## src/rtl/if_fetch_block.sv

```systemverilog
// ----------------------------------------------------------------------------
// if_fetch_block
// Instruction-fetch stage feeding dependency-check/decode. Holds the PC,
// reads an asynchronous-read instruction ROM, resolves unconditional jumps
// locally, inserts one NOP bubble after every load and stalls with NOPs after
// a conditional jump until execute reports the branch outcome.
//
// Ports:
//   clk        - clock, all state updates on rising edge
//   reset      - asynchronous active-low reset
//   imem_addr  - ROM word address (combinationally equal to pc)
//   imem_data  - ROM word at imem_addr, valid in the same cycle
//   br_valid   - execute reports the conditional-jump outcome this cycle
//   br_taken   - branch outcome, qualified by br_valid
//   br_target  - branch target word address
//   hold       - freeze the whole stage this cycle
//   ins        - registered instruction to decode
//   ins_pc     - word address of the instruction in ins
//   br_pending - high while waiting for a branch outcome
//   issue_cnt  - count of non-NOP words issued into ins (wraps)
// ----------------------------------------------------------------------------
module if_fetch_block #(
   parameter int unsigned ADDR_W = 8,
   parameter int unsigned CNT_W  = 16
) (
   input  logic              clk,
   input  logic              reset,
   output logic [ADDR_W-1:0] imem_addr,
   input  logic [31:0]       imem_data,
   input  logic              br_valid,
   input  logic              br_taken,
   input  logic [ADDR_W-1:0] br_target,
   input  logic              hold,
   output logic [31:0]       ins,
   output logic [ADDR_W-1:0] ins_pc,
   output logic              br_pending,
   output logic [CNT_W-1:0]  issue_cnt
);

   localparam int unsigned INS_W = 32;
   localparam logic [INS_W-1:0] NOP = '0;

   typedef enum logic [1:0] {
      RUN     = 2'd0,
      LD_HOLD = 2'd1,
      BR_WAIT = 2'd2
   } state_t;

   state_t             state_q, state_d;
   logic [ADDR_W-1:0]  pc_q, pc_d;
   logic [INS_W-1:0]   ins_q, ins_d;
   logic [ADDR_W-1:0]  ins_pc_q, ins_pc_d;
   logic [CNT_W-1:0]   cnt_q, cnt_d;

   // Opcode decode of the fetched word
   logic is_jmp, is_cj, is_ld;
   assign is_jmp = (imem_data[31:26] == 6'b011000);
   assign is_cj  = (imem_data[31:28] == 4'b0111);
   assign is_ld  = (imem_data[31:26] == 6'b010100);

   // State and datapath registers
   always_ff @(posedge clk or negedge reset) begin
      if (!reset) begin
         state_q  <= RUN;
         pc_q     <= '0;
         ins_q    <= NOP;
         ins_pc_q <= '0;
         cnt_q    <= '0;
      end else begin
         state_q  <= state_d;
         pc_q     <= pc_d;
         ins_q    <= ins_d;
         ins_pc_q <= ins_pc_d;
         cnt_q    <= cnt_d;
      end
   end

   // Next-state and datapath update; hold keeps everything as is
   always_comb begin
      state_d  = state_q;
      pc_d     = pc_q;
      ins_d    = ins_q;
      ins_pc_d = ins_pc_q;
      cnt_d    = cnt_q;

      if (!hold) begin
         // ins_pc tracks the pc of every load into ins, bubbles included
         ins_pc_d = pc_q;
         case (state_q)
            RUN: begin
               ins_d = imem_data;
               pc_d  = pc_q + ADDR_W'(1);
               if (imem_data != NOP) begin
                  cnt_d = cnt_q + CNT_W'(1);
               end
               if (is_jmp) begin
                  // Absolute word target; upper opcode/field bits ignored
                  pc_d = imem_data[ADDR_W-1:0];
               end else if (is_ld) begin
                  state_d = LD_HOLD;
               end else if (is_cj) begin
                  state_d = BR_WAIT;
               end
            end
            LD_HOLD: begin
               ins_d   = NOP;
               state_d = RUN;
            end
            BR_WAIT: begin
               // pc already holds the fall-through address
               ins_d = NOP;
               if (br_valid) begin
                  state_d = RUN;
                  if (br_taken) begin
                     pc_d = br_target;
                  end
               end
            end
            default: begin
               ins_d   = NOP;
               state_d = RUN;
            end
         endcase
      end
   end

   assign imem_addr  = pc_q;
   assign ins        = ins_q;
   assign ins_pc     = ins_pc_q;
   assign issue_cnt  = cnt_q;
   assign br_pending = (state_q == BR_WAIT);

endmodule

```

## config.mk

```make
export PLATFORM = sky130hd
export DESIGN_NAME = if_fetch_block
export DESIGN_NICKNAME = d
export VERILOG_FILES = /design/src/rtl/if_fetch_block.sv
export SDC_FILE = /design/constraint.sdc
export NUM_CORES = 1
export LEC_CHECK = 0
export CELL_PAD_IN_SITES_DETAIL_PLACEMENT = 1
export CELL_PAD_IN_SITES_GLOBAL_PLACEMENT = 1
export CORE_ASPECT_RATIO = 1.75
export CORE_MARGIN = 8
export CORE_UTILIZATION = 36
export CTS_CLUSTER_DIAMETER = 100
export DETAILED_ROUTE_END_ITERATION = 6
export GPL_TIMING_DRIVEN = 0
export PLACE_DENSITY = 0.83
export SLEW_MARGIN = 20
export SYNTH_ARGS = -nofsm -noshare
export SYNTH_HDL_FRONTEND = slang
export SYNTH_SLANG_ARGS = --single-unit
export TNS_END_PERCENT = 5
```

## constraint.sdc

```tcl
create_clock -name clk -period 2.6 [get_ports clk]
set_input_delay 0.78 -clock clk [delete_from_list [all_inputs] [get_ports clk]]
set_output_delay 0.78 -clock clk [all_outputs]
set_load 0.02 [all_outputs]
```

==> key figures <==
Outcome
  • Run status: completed

Job
  • Maxcap violations: 0

Timing
  • Min Tclk post-route: between 2 and 2.5 ns
  • Hold Violations, Final: 0
  • Fin Hold WS: approximately 0.37 ns
  • Slew headroom: 0.574
  • Worst Skew: 0.00459 ns
  • Slew Limit Fails: 0
  • Tightest Pin Transition: roughly 0.63 ns
  • RSZ-0062 raised after global routing: false
  • # setup viols final: 0
  • Final Cycle Share: 0.958
  • Fmax: 0.402 GHz

Critical path
  • Reg2reg end: issue_cnt[12]$_DFFE_PN0P_
  • CP Capture Type: flip-flop
  • Depth of the worst register-to-register path: 7
  • CP Class: in2reg
  • Crit path arrival time: between 2 and 3 ns
  • RR Startpoint: state_q[1]$_DFFE_PN0P_
  • Worst EP required: approximately 2.8 ns
  • CP Launch Type: primary input
  • Crit path max fanout: 6
  • Reg2Reg Setup Slack: between 0.6 and 0.7 ns

Yosys
  • Cell accounting for the most synthesized area: dfrtp_1
  • Syn_nets: just under 300
  • Mean Syn Cell Area: approximately 12 sq um
  • Post-synth EDFFs: 0
  • Largest cells by area after synthesis: dfrtp_1, a22o_1, xnor2_1
  • Cell Area, Synth: about 2900 sq um
  • Top-count cell post-synth: dfrtp_1
  • Yosys cell types: 43
  • Dominant synthesized flop cell: dfrtp_1
  • Cells after Synth: 250
  • Asr flop ratio synth: 1.00
  • Post-synthesis sequential area ratio: 0.561
  • Yosys warning count: 0
  • Commonest cells in the netlist: dfrtp_1, a22o_1, nand2_1, xnor2_1
  • Top-area cell type share of the netlist area: 0.561
  • Synth Register Bits: 66

Drt
  • Via density: around 5.5
  • Wirelength per Cell: 21.5 microns
  • Via count: 2574
  • Post-DRT Antenna Nets: 0
  • First drt pass iteration count: 4
  • DRC viols: 0
  • Iteration-0 DRC Markers: 88
  • Total wire length: 9980 microns

CTS
  • Clock slew at reported path FFs: roughly 0.050 ns
  • Max clock buf depth: 2
  • Worst-Skew Late Latency: approximately 0.33 ns
  • CTS sink cnt: 66
  • CTS tree: done
  • Hold buffers post-CTS: 0
  • CTS root buffer: clkbuf_16
  • CTS H-tree depth: 3
  • Total CTS buffers: 9

Floorplanning
  • Core area: approximately 8000 sq um
  • Die width: ~84 microns
  • Die area: ~11000 sq um
  • Die height: 136 microns
  • # IOs: between 100 and 150
  • Rows: 43
  • Effective utilization at floorplan: 0.370

Cells and area
  • Layout Nets: about 420
  • Fillers: 832
  • Diodes inserted: 0
  • Synth-to-layout area growth: 53.1%
  • Final Util: 0.567
  • Ratio of cells with drive above 1 in the final layout: 0.118

GRT
  • Number of antenna violations at the first check in global routing: 0
  • Vias in the first global route: approximately 2900
  • Largest net degree at the start of global routing: 38
  • Overall Global Routing Usage: 0.181
  • Global route total overflow: 0
  • Global-route wire length before repair: 16100 microns

Power and ir drop
  • Peak VDD IR: about 400 uV
  • Pleak: 1.97 nW
  • Total power: roughly 4 mW
  • P per Cell Area: 889 nW/um^2

Min path
  • HP Class: in2async

Placed design
  • GPL Wtd Cong: 0.811
  • Post-DP HPWL: approximately 7400 microns
  • I/O Buffers: 108
## placed cells by master (no fill, tap or decap), drive strengths merged, types with 3 or more instances in the layout
cell	count
a21oi	4
mux2i	3
xnor2	17
xor2	4
a211o	3
nor3	5
and3	7
inv	6
nand4	7
nor2	8
mux2	8
a22o	31
dfrtp	66
nor4	7
nand3	11
buf	14
clkbuf	18
nand2	17
o21ai	5
clkdlybuf4s50	104
## routing by layer
metal	part of all wire	vias up	track usage
li1	-	1165	-
met3	0.046	13	0.0504
met1	0.39	1313	0.193
met4	0.020	0	0.0798
met5	0	-	0
met2	0.54	83	0.325
## power breakdown
group          internal, mW  switching, mW  total (mW)
Combinational         0.656          0.618        1.27
Clock                 0.847          0.429        1.28
Sequential             1.24          0.222        1.46
Total                  2.74           1.27        4.01
## through the flow
step                setup slack, ns  instance area [sq um]  cells  TNS (ns)
global route                 0.0123                   4510    464         0
finish                        0.109                   4510    464         0
global placement              -1.50                   4140    448   -102.36
detailed placement           -0.398                   4160    449     -3.89
floorplan                     0.419                   2950    250         0
CTS                          0.0500                   4490    464         0
## state kept, by name, summed over array words and instances, names as in the netlist
name       count
state_q        2
issue_cnt     16
ins           32
imem_addr      8
ins_pc         8
## worst max-delay path, cell delays in order
cell and delay [ns]:
clkdlybuf4s50_1 0.44, nor4_2 0.36, nand4_1 0.12, or3_1 0.42, buf_6 0.15, nand2_1 0.10
mux2_2 0.33
## timing repair
action | in CTS | in global routing
resized for setup | 4 | 5
endpoints found under the setup margin | 2 | 1
pin swaps | 1 | 2
buffers inserted | 0 | 0
## worst max-delay path by stage
stage,start,endpoint,cells past startpoint
CTS,imem_data[5],issue_cnt[1]$_DFFE_PN0P_,7
global route,imem_data[30],issue_cnt[1]$_DFFE_PN0P_,7
finish,imem_data[21],issue_cnt[1]$_DFFE_PN0P_,7
detailed placement,imem_data[1],issue_cnt[1]$_DFFE_PN0P_,7
floorplan,imem_data[0],issue_cnt[1]$_DFFE_PN0P_,6
global placement,reset,issue_cnt[1]$_DFFE_PN0P_,1
## final cells by class
type,instances,area [sq um],share of cell area
clock buffer,15,288,0.0638
clock inverter,1,30.0,0.00666
tap,90,113,0.0250
multi-input combinational,162,1220,0.271
inverter,6,22.5,0.00499
sequential,66,1650,0.366
timing repair buffer,109,1100,0.244
buffer,15,83.8,0.0186
## logic make-up (layout without fill, tap and decap cells)
| group | count (synthesis) | after routing | share of synthesized area |
|---|---|---|---|
| mux | 11 | 11 | 0.0408 |
| buf+inv | 22 | 146 | 0.0374 |
| xor+xnor | 21 | 21 | 0.0624 |
| simple gates | 72 | 72 | 0.139 |
| flops | 66 | 66 | 0.561 |
| fa+ha+maj | 2 | 2 | 0.00849 |
| compound gates | 56 | 56 | 0.152 |
(Power assumes the default switching activity.)
